<file path="config.mk">
export PLATFORM = sky130hd
export DESIGN_NAME = router_sched_flat
export DESIGN_NICKNAME = d
export VERILOG_FILES = /design/src/rtl/router_sched_pkg.sv /design/src/rtl/router_sched_if.sv /design/src/rtl/router_sched_rr_arb2.sv /design/src/rtl/router_sched.sv /design/src/flat_wrapper.sv
export SDC_FILE = /design/constraint.sdc
export NUM_CORES = 1
export LEC_CHECK = 0
export ABC_AREA = 0
export BUFFER_PORTS_ARGS = -buffer_cell sky130_fd_sc_hd__buf_2
export CAP_MARGIN = 40
export CORE_UTILIZATION = 54
export CTS_BUF_LIST = sky130_fd_sc_hd__clkbuf_8
export DETAILED_ROUTE_END_ITERATION = 16
export PLACE_DENSITY = 0.85
export SLEW_MARGIN = 5
export SYNTH_ARGS = -nofsm -noshare
export SYNTH_HDL_FRONTEND = slang
export SYNTH_HIERARCHICAL = 1
export SYNTH_SLANG_ARGS = --single-unit
export TNS_END_PERCENT = 10
</file>
<file path="constraint.sdc">
create_clock -name clk -period 3.8 [get_ports clk]
set_clock_uncertainty 0.1 [all_clocks]
set_input_delay 0.38 -clock clk [delete_from_list [all_inputs] [get_ports clk]]
set_output_delay 0.38 -clock clk [all_outputs]
set_load 0.05 [all_outputs]
</file>
<file path="src/rtl/router_sched_pkg.sv">
// router_sched_pkg: shared op codes, FSM states, router select encodings and the
// router/adder control word for router_sched.
// Optional feature macro: ROUTER_SCHED_ABS_EN (op 110 = ABS when defined, reserved otherwise).
package router_sched_pkg;

    localparam int NREQ = 2;
    localparam int OPW  = 3;

    localparam logic [OPW-1:0] OP_ADD    = 3'd0;
    localparam logic [OPW-1:0] OP_SUB    = 3'd1;
    localparam logic [OPW-1:0] OP_NEG    = 3'd2;
    localparam logic [OPW-1:0] OP_MOVA   = 3'd3;
    localparam logic [OPW-1:0] OP_ACC    = 3'd4;
    localparam logic [OPW-1:0] OP_ACCSUB = 3'd5;
    localparam logic [OPW-1:0] OP_ABS    = 3'd6;
    localparam logic [OPW-1:0] OP_RSVD   = 3'd7;

    localparam logic [1:0] SELR_A    = 2'b00;
    localparam logic [1:0] SELR_RQ   = 2'b01;
    localparam logic [1:0] SELR_ZERO = 2'b10;
    localparam logic [1:0] SELR_ONES = 2'b11;
    localparam logic [1:0] SELS_B    = 2'b00;
    localparam logic [1:0] SELS_RD   = 2'b01;
    localparam logic [1:0] SELS_ZERO = 2'b10;
    localparam logic [1:0] SELS_ONES = 2'b11;
    localparam logic [1:0] SELI_ZERO = 2'b00;
    localparam logic [1:0] SELI_ONE  = 2'b01;
    localparam logic [1:0] SELI_ONES = 2'b10;

    typedef enum logic [2:0] {
        ST_IDLE,
        ST_EXEC,
`ifdef ROUTER_SCHED_ABS_EN
        ST_CHK,
        ST_FIX,
`endif
        ST_RSP
    } state_t;

    typedef struct packed {
        logic [1:0] sel_R;
        logic [1:0] sel_S;
        logic       inv_R;
        logic       inv_S;
        logic [1:0] sel_I;
        logic       ld_RQ;
    } cw_t;

    localparam cw_t CW_IDLE = '{SELR_ZERO, SELS_ZERO, 1'b0, 1'b0, SELI_ZERO, 1'b0};
`ifdef ROUTER_SCHED_ABS_EN
    localparam cw_t CW_CHK  = '{SELR_RQ, SELS_ZERO, 1'b0, 1'b0, SELI_ZERO, 1'b0};
    localparam cw_t CW_FIX  = '{SELR_RQ, SELS_ZERO, 1'b1, 1'b0, SELI_ONE, 1'b1};
`endif

    // Control word of the EXEC step; reserved ops fall through to the idle word.
    function automatic cw_t exec_cw(input logic [OPW-1:0] op);
        cw_t c;
        c = CW_IDLE;
        case (op)
            OP_ADD:    c = '{SELR_A,  SELS_B,    1'b0, 1'b0, SELI_ZERO, 1'b1};
            OP_SUB:    c = '{SELR_A,  SELS_B,    1'b0, 1'b1, SELI_ONE,  1'b1};
            OP_NEG:    c = '{SELR_A,  SELS_ZERO, 1'b1, 1'b0, SELI_ONE,  1'b1};
            OP_MOVA:   c = '{SELR_A,  SELS_ZERO, 1'b0, 1'b0, SELI_ZERO, 1'b1};
            OP_ACC:    c = '{SELR_RQ, SELS_B,    1'b0, 1'b0, SELI_ZERO, 1'b1};
            OP_ACCSUB: c = '{SELR_RQ, SELS_B,    1'b0, 1'b1, SELI_ONE,  1'b1};
`ifdef ROUTER_SCHED_ABS_EN
            OP_ABS:    c = '{SELR_A,  SELS_ZERO, 1'b0, 1'b0, SELI_ZERO, 1'b1};
`endif
            default:   c = CW_IDLE;
        endcase
        return c;
    endfunction

    // Every legal op loads RQ in EXEC, so a missing load marks a reserved op.
    function automatic logic is_rsvd(input logic [OPW-1:0] op);
        cw_t c;
        c = exec_cw(op);
        return !c.ld_RQ;
    endfunction

endpackage

</file>
<file path="src/rtl/router_sched_if.sv">
// router_sched_if: request/response and router control bundle of router_sched.
// slave  : the scheduler (takes requests and msb_R, drives grants, router controls, responses).
// master : the requester/router side (drives requests and msb_R).
interface router_sched_if;
    import router_sched_pkg::*;

    logic [NREQ-1:0] req_valid;
    logic [OPW-1:0]  req_op0;
    logic [OPW-1:0]  req_op1;
    logic [NREQ-1:0] req_ready;
    logic            gnt_id;
    logic            msb_R;
    logic [1:0]      sel_R;
    logic [1:0]      sel_S;
    logic            inv_R;
    logic            inv_S;
    logic [1:0]      sel_I;
    logic            ld_RQ;
    logic            rsp_valid;
    logic            rsp_id;
    logic            rsp_err;
    logic            busy;

    modport slave (
        input  req_valid, req_op0, req_op1, msb_R,
        output req_ready, gnt_id, sel_R, sel_S, inv_R, inv_S, sel_I, ld_RQ,
               rsp_valid, rsp_id, rsp_err, busy
    );

    modport master (
        output req_valid, req_op0, req_op1, msb_R,
        input  req_ready, gnt_id, sel_R, sel_S, inv_R, inv_S, sel_I, ld_RQ,
               rsp_valid, rsp_id, rsp_err, busy
    );

endinterface

</file>
<file path="src/rtl/router_sched_rr_arb2.sv">
// rr_arb2: two-port round-robin arbiter with a last-grant pointer.
// Ports: clk, rst_n (async active-low), i_req (per-port request), i_upd/i_upd_id
// (record a completed grant and its winner), o_gnt (combinational one-hot pick).
module rr_arb2 (
    input  logic       clk,
    input  logic       rst_n,
    input  logic [1:0] i_req,
    input  logic       i_upd,
    input  logic       i_upd_id,
    output logic [1:0] o_gnt
);

    logic r_last;

    // Reset as if port 1 won last so port 0 is favoured first.
    always_ff @(posedge clk or negedge rst_n) begin
        if (!rst_n) r_last <= 1'b1;
        else if (i_upd) r_last <= i_upd_id;
    end

    assign o_gnt = (&i_req) ? (r_last ? 2'b01 : 2'b10) : i_req;

endmodule

</file>
<file path="src/rtl/router_sched.sv">
// router_sched: two-port arbiter and step sequencer driving the router_b operand
// router and adder (sel_R/sel_S/inv_R/inv_S/sel_I/ld_RQ), with a response per op.
// Ports: clk, rst_n (async active-low), bus (router_sched_if.slave).
// Macro ROUTER_SCHED_ABS_EN enables the multi-step ABS op (110).
module router_sched
    import router_sched_pkg::*;
(
    input  logic          clk,
    input  logic          rst_n,
    router_sched_if.slave bus
);

    state_t         r_state, w_state_nxt;
    logic [OPW-1:0] r_op, w_op_nxt;
    cw_t            r_cw, w_cw;
    logic [1:0]     r_ready, w_arb;
    logic           r_gnt_id, r_rsp_valid, r_rsp_id, r_rsp_err, r_busy;
    logic           w_hs, w_id;

    // req_ready is registered, so the handshake completes only if the offered
    // port still holds valid in the ready cycle.
    assign w_hs     = |(bus.req_valid & r_ready);
    assign w_id     = r_ready[1];
    assign w_op_nxt = w_hs ? (w_id ? bus.req_op1 : bus.req_op0) : r_op;

    rr_arb2 u_arb (
        .clk      (clk),
        .rst_n    (rst_n),
        .i_req    (bus.req_valid),
        .i_upd    (w_hs),
        .i_upd_id (w_id),
        .o_gnt    (w_arb)
    );

    always_comb begin
        w_state_nxt = r_state;
        case (r_state)
            ST_IDLE: w_state_nxt = w_hs ? ST_EXEC : ST_IDLE;
`ifdef ROUTER_SCHED_ABS_EN
            ST_EXEC: w_state_nxt = (r_op == OP_ABS) ? ST_CHK : ST_RSP;
            ST_CHK:  w_state_nxt = bus.msb_R ? ST_FIX : ST_RSP;
            ST_FIX:  w_state_nxt = ST_RSP;
`else
            ST_EXEC: w_state_nxt = ST_RSP;
`endif
            default: w_state_nxt = ST_IDLE;
        endcase
    end

    // Outputs are registered, so the word is chosen for the state being entered.
    always_comb begin
        w_cw = CW_IDLE;
        case (w_state_nxt)
            ST_EXEC: w_cw = exec_cw(w_op_nxt);
`ifdef ROUTER_SCHED_ABS_EN
            ST_CHK:  w_cw = CW_CHK;
            ST_FIX:  w_cw = CW_FIX;
`endif
            default: w_cw = CW_IDLE;
        endcase
    end

    always_ff @(posedge clk or negedge rst_n) begin
        if (!rst_n) begin
            r_state     <= ST_IDLE;
            r_op        <= OP_ADD;
            r_cw        <= CW_IDLE;
            r_ready     <= 2'b00;
            r_gnt_id    <= 1'b0;
            r_rsp_valid <= 1'b0;
            r_rsp_id    <= 1'b0;
            r_rsp_err   <= 1'b0;
            r_busy      <= 1'b0;
        end else begin
            r_state     <= w_state_nxt;
            r_op        <= w_op_nxt;
            r_cw        <= w_cw;
            r_ready     <= (w_state_nxt == ST_IDLE && r_ready == 2'b00) ? w_arb : 2'b00;
            r_gnt_id    <= w_hs ? w_id : r_gnt_id;
            r_rsp_valid <= w_state_nxt == ST_RSP;
            r_rsp_id    <= (w_state_nxt == ST_RSP) ? r_gnt_id : r_rsp_id;
            r_rsp_err   <= (w_state_nxt == ST_RSP) && is_rsvd(r_op);
            r_busy      <= w_state_nxt != ST_IDLE;
        end
    end

    assign bus.req_ready = r_ready;
    assign bus.gnt_id    = r_gnt_id;
    assign bus.sel_R     = r_cw.sel_R;
    assign bus.sel_S     = r_cw.sel_S;
    assign bus.inv_R     = r_cw.inv_R;
    assign bus.inv_S     = r_cw.inv_S;
    assign bus.sel_I     = r_cw.sel_I;
    assign bus.ld_RQ     = r_cw.ld_RQ;
    assign bus.rsp_valid = r_rsp_valid;
    assign bus.rsp_id    = r_rsp_id;
    assign bus.rsp_err   = r_rsp_err;
    assign bus.busy      = r_busy;

endmodule

</file>
<file path="src/flat_wrapper.sv">
// flat-port wrapper written by rule: the top's interface ports become plain ports
module router_sched_flat import router_sched_pkg::*;
  (clk, rst_n, bus_req_valid, bus_req_op0, bus_req_op1, bus_msb_R, bus_req_ready, bus_gnt_id, bus_sel_R, bus_sel_S, bus_inv_R, bus_inv_S, bus_sel_I, bus_ld_RQ, bus_rsp_valid, bus_rsp_id, bus_rsp_err, bus_busy);
  router_sched_if bus_i ();
  input  logic clk;
  input  logic rst_n;
  input wire logic [$bits(bus_i.req_valid)-1:0] bus_req_valid;
  input wire logic [$bits(bus_i.req_op0)-1:0] bus_req_op0;
  input wire logic [$bits(bus_i.req_op1)-1:0] bus_req_op1;
  input wire logic [$bits(bus_i.msb_R)-1:0] bus_msb_R;
  output wire logic [$bits(bus_i.req_ready)-1:0] bus_req_ready;
  output wire logic [$bits(bus_i.gnt_id)-1:0] bus_gnt_id;
  output wire logic [$bits(bus_i.sel_R)-1:0] bus_sel_R;
  output wire logic [$bits(bus_i.sel_S)-1:0] bus_sel_S;
  output wire logic [$bits(bus_i.inv_R)-1:0] bus_inv_R;
  output wire logic [$bits(bus_i.inv_S)-1:0] bus_inv_S;
  output wire logic [$bits(bus_i.sel_I)-1:0] bus_sel_I;
  output wire logic [$bits(bus_i.ld_RQ)-1:0] bus_ld_RQ;
  output wire logic [$bits(bus_i.rsp_valid)-1:0] bus_rsp_valid;
  output wire logic [$bits(bus_i.rsp_id)-1:0] bus_rsp_id;
  output wire logic [$bits(bus_i.rsp_err)-1:0] bus_rsp_err;
  output wire logic [$bits(bus_i.busy)-1:0] bus_busy;
  assign bus_i.req_valid = bus_req_valid;
  assign bus_i.req_op0 = bus_req_op0;
  assign bus_i.req_op1 = bus_req_op1;
  assign bus_i.msb_R = bus_msb_R;
  assign bus_req_ready = bus_i.req_ready;
  assign bus_gnt_id = bus_i.gnt_id;
  assign bus_sel_R = bus_i.sel_R;
  assign bus_sel_S = bus_i.sel_S;
  assign bus_inv_R = bus_i.inv_R;
  assign bus_inv_S = bus_i.inv_S;
  assign bus_sel_I = bus_i.sel_I;
  assign bus_ld_RQ = bus_i.ld_RQ;
  assign bus_rsp_valid = bus_i.rsp_valid;
  assign bus_rsp_id = bus_i.rsp_id;
  assign bus_rsp_err = bus_i.rsp_err;
  assign bus_busy = bus_i.busy;
  router_sched u_core (.clk(clk), .rst_n(rst_n), .bus(bus_i));
endmodule
</file>
## After elaboration in Yosys (flattened, before gate mapping)

Cells that the tools add are included.

- Bits in registers: 23
- Output and inout bits: 16
- Bits of input ports: 11
- Logic and storage cells: 50

- Mux-type cells: 10
- Bitwise operators: 1
- Reduce and logical (&&, ||, !) cells: 11
- Equal/unequal tests: 13

Operators by type and width:

| cell | count |
|---|---|
| $pmux 9 s6 | 1 |
| $eq 3x2->1 const B | 5 |
| $eq 3x1->1 const B | 4 |
| $eq 3x3->1 const B | 4 |
| $logic_not 3->1 | 4 |
| $mux 9 | 1 |
| $mux 2 | 3 |
| $mux 3 | 2 |
| $pmux 1 s6 | 1 |
| $pmux 3 s2 | 1 |
| $reduce_bool 3->1 | 1 |
| $and 2x2->2 | 1 |
| $logic_and 1x1->1 | 2 |
| $logic_not 2->1 | 1 |
| $reduce_and 2->1 | 1 |
| $reduce_or 2->1 | 1 |
| $logic_not 1->1 | 1 |
| $mux 1 | 1 |

## Logic depth before layout (Yosys ltp)

- Depth after elaboration: 7
- Depth in mapped cells: 5
- Gate-level depth less buffers: 4

## Modules after synthesis

The synthesis kept the hierarchy.

Modules (own cells, without submodules):

| module | seq. area each (µm²) | cells each | area each (µm²) | instances |
|---|---|---|---|---|
| router_sched | 452.9 | 53 | 724.4 | 1 |
| rr_arb2 | 26.3 | 6 | 61.3 | 1 |

## Worst setup path before layout

OpenSTA, ideal clock, no wires.

- Path type: reg-to-reg
- Start point: reg u_core.r_ready[1], in the netlist u_core/bus.req_ready[1]
- End point: reg u_core.r_cw (netlist bit u_core/bus.sel_I[0])
- Buffers on the path: 1
- Cell stages (with the launch flop): 5
- Library setup time: 0.092 ns
- Arrival: 1.635 ns
- Period minus slack after synthesis: 1.827 ns
- Path slack: 1.973 ns
- Required time: 3.608 ns
- Cells stage by stage: dfrtp_1 > buf_6 > mux2_2 > mux2_4 > o31ai_2

RTL lines:

| what | line | source |
|---|---|---|
| from (decl) | router_sched.sv:16 | `logic [1:0] r_ready, w_arb;` |
| from (signal assigned) | router_sched.sv:78 | `r_ready <= (w_state_nxt == ST_IDLE && r_ready == 2'b00) ? w_arb : 2'b00;` |
| to (signal assigned) | router_sched.sv:77 | `r_cw <= w_cw;` |
| to (decl) | router_sched.sv:15 | `cw_t r_cw, w_cw;` |

## Final worst setup path

- Start point: reg u_core.r_ready[1], in the netlist u_core/bus.req_ready[1]
- End point: out bus_req_ready[1]

RTL lines:

| what | line | source |
|---|---|---|
| to (decl) | flat_wrapper.sv:11 | `output wire logic [$bits(bus_i.req_ready)-1:0] bus_req_ready;` |

No word-level cell between the ends.

==> summary.txt <==
Most common cell after layout, fill and taps aside: buf_2
Initial Utilization: 0.5891
DRC: 0
Largest net degree at the start of global routing: 20
GRT Residual Overflow: 0
Post-synthesis instance area: 785.8 um2
DRT antenna net count: 0
Detailed-route vias per instance: 5.300
Max incr delay on CP: 0.58 ns
CP max-delay cell: dfrtp_1
Fin nets: 97
Worst Hold Launch: u_core/r_state[0]$_DFF_PN0_
Core Area: 0.001334 mm2
Fill count: 93
Slew Limit Fails: 0
Ys Warns: 6
Hold Crit Endpoint: u_core/r_state[0]$_DFF_PN0_
Final Hold Fails: 0
Period utilization: 0.4325
Switching power: 0.4004 mW
F_max: 608.5 MHz
RR Startpoint: u_core/bus.req_ready[1]$_DFF_PN0_
Hold Buf Count CTS: 1
GRT Total Usage: 0.1870
Placed cells: 95
CP Capture Type: primary output
CP arrival: 1.16 ns
R2R Setup Slk: 2.17 ns
Tmin final: 1.643 ns
Min-delay worst type: reg2reg
Antenna Cells: 0
TNS Setup: 0 ns
Post-route setup slack: 2.157 ns
Vias in the first global route: 439
IO Count: 27
Reg-to-Reg End: u_core/bus.sel_I[0]$_DFF_PN0_
Die Y: 40.15 um
Final core utilization: 0.7148
Total number of vias: 530
Area grow syn2layout: 21.34%
Maximum fanout along the worst path: 9
Run status: finished clean
Clock transition at path regs: 0.06 ns
Instance count on the critical path: 1
CTS H-tree depth: 1
Die width: 40.15 um
Total CTS buffers: 3
Sw frac: 0.4570
Cts repair resizes: 0
Cell-internal power: 0.4757 mW
Leakage: 0.5120 nW
Routed wire length: 1357 um
Layout cells sized above 1: 0.4941
Drt pass-1 iters: 4
Peak supply drop: 523.1 uV
Longest Clk Path Bufs: 2
Area of the multi-input gates: 262.8 um2
First-iteration detailed-routing DRC count: 7
CTS root buffer: clkbuf_8
Hold Crit Depth: 1
Setup-failing EPs final: 0
First-pass GRT wire length: 1952 um
Gate power share: 0.470
DPL Wire Length: 941.1 um
CTS tree: yes
Commonest cells after routing, fill and taps aside: buf_2 (23), dfrtp_1 (16), nand2_1 (4)
Routability Congestion: 0.7695
Final non-filler cell total: 100
Unrepaired setup endpoints after global routing: false
Part of the Yosys area used for sequential elements: 0.6099
Avg Cell Area, Syn: 13.32 um2
Skew-Pair Late Insertion Delay: 0.25 ns
Post-CTS setup buffers: 0
Synthesized instance count: 59
# Max-Cap Violations: 0
Pwr per Cell Area: 918.9 mW/mm2
WP buf/inv: 1
Avg WL per Cell: 13.57 um
Register share of total power: 0.378
Synth unique cells: 30
Clock power share: 0.152
Critical path launch point type: flip-flop
Placement Setup Slack: 2.170 ns
# rows: 13
I/O Buffers: 23
CP top delay family: flip-flops
CP Cell Sequence: buf_2
Critical path class: reg2out
Die ar.: 0.001612 mm2
CP required: 3.32 ns
CTS sink cnt: 19
Initial antenna violation count: 0
R2R depth: 3
Sequential Area: 479.2 um2
Seq cells post-synth: 19
Pwr Total: 0.8761 mW
==> registers in the layout, indices dropped and copies added, names as in the netlist <==
name,count
u_core/bus.busy,1
u_core/bus.gnt_id,1
u_core/bus.inv_R,1
u_core/bus.inv_S,1
u_core/bus.ld_RQ,1
u_core/bus.req_ready,2
u_core/bus.rsp_err,1
u_core/bus.rsp_id,1
u_core/bus.rsp_valid,1
u_core/bus.sel_I,1
u_core/bus.sel_R,2
u_core/bus.sel_S,1
u_core/r_op,3
u_core/r_state,1
u_core/u_arb/r_last,1
==> worst max path at each step <==
stage                                       from                             to
2_1_floorplan  u_core/bus.req_ready[1]$_DFF_PN0_  u_core/bus.sel_I[0]$_DFF_PN0_
3_3_place_gp   u_core/bus.req_ready[1]$_DFF_PN0_  u_core/bus.sel_I[0]$_DFF_PN0_
3_5_place_dp   u_core/bus.req_ready[1]$_DFF_PN0_  u_core/bus.sel_I[0]$_DFF_PN0_
4_1_cts        u_core/bus.req_ready[1]$_DFF_PN0_               bus_req_ready[1]
5_1_grt        u_core/bus.req_ready[1]$_DFF_PN0_  u_core/bus.sel_I[0]$_DFF_PN0_
6_report       u_core/bus.req_ready[1]$_DFF_PN0_               bus_req_ready[1]
==> cells by family (layout without fill, tap and decap cells) <==
kind of cell | count (synthesis) | after routing | synth area share
flip-flops | 19 | 19 | 0.6099
AND/OR/NAND/NOR | 18 | 18 | 0.1354
buffers and inverters | 8 | 33 | 0.06050
AO/OA/AOI/OAI | 7 | 7 | 0.09713
multiplexers | 6 | 6 | 0.09236
other | 1 | 2 | 0.004772
==> final cells by class <==
cell class              instances  area share
clock buffers                   3     0.04331
inverters                       5     0.02231
well taps                      15     0.01969
flip-flops and latches         19      0.5026
repair buffers                 24      0.1312
multi-input cells              33      0.2756
clock inverters                 1    0.005249
==> metrics by stage <==
| step | cell area, um2 | hold WS, ns |
|---|---|---|
| after floorplan | 789.5 | -0.01559 |
| after global placement | 897.1 | 0.2279 |
| after detailed placement | 897.1 | 0.2375 |
| after CTS | 953.4 | 0.3754 |
| after global routing | 953.4 | 0.3902 |
| final | 953.4 | 0.3733 |
==> power groups by stage <==
stage | registers (mW) | logic, mW | clock network, mW
2_1_floorplan | 0.494 | 0.171 | 0
3_3_place_gp | 0.332 | 0.399 | 0
3_5_place_dp | 0.336 | 0.408 | 0
4_1_cts | 0.332 | 0.413 | 0.138
5_1_grt | 0.344 | 0.435 | 0.148
6_report | 0.331 | 0.412 | 0.133
==> per-layer routing <==
| layer | routed length, um | GRT usage | up-vias |
|---|---|---|---|
| met3 | 41 | 0.03333 | 2 |
| met2 | 663 | 0.2661 | 15 |
| met4 | 5 | 0.07759 | 0 |
| met1 | 647 | 0.2780 | 264 |
| met5 | 0 | 0 | - |
| li1 | - | - | 249 |
==> synthesized netlist by cell type, drive strengths merged <==
cell | number | area share
buf | 3 | 0.033
nor3 | 2 | 0.013
nor2 | 1 | 0.0048
a22o | 1 | 0.013
o21ai | 2 | 0.018
nor2b | 1 | 0.0080
o31ai | 1 | 0.016
and3 | 1 | 0.0080
or2 | 1 | 0.0080
nand4 | 1 | 0.0080
dfrtp | 16 | 0.51
nand3 | 2 | 0.013
mux2i | 2 | 0.025
a22oi | 1 | 0.027
nand2b | 1 | 0.0080
nor4b | 2 | 0.022
inv | 5 | 0.027
a21boi | 2 | 0.024
conb | 1 | 0.0048
mux2 | 4 | 0.067
dfstp | 3 | 0.10
and2 | 1 | 0.0080
and4bb | 1 | 0.016
nand2 | 4 | 0.019
Note: power is estimated with default switching activity, not from simulation.
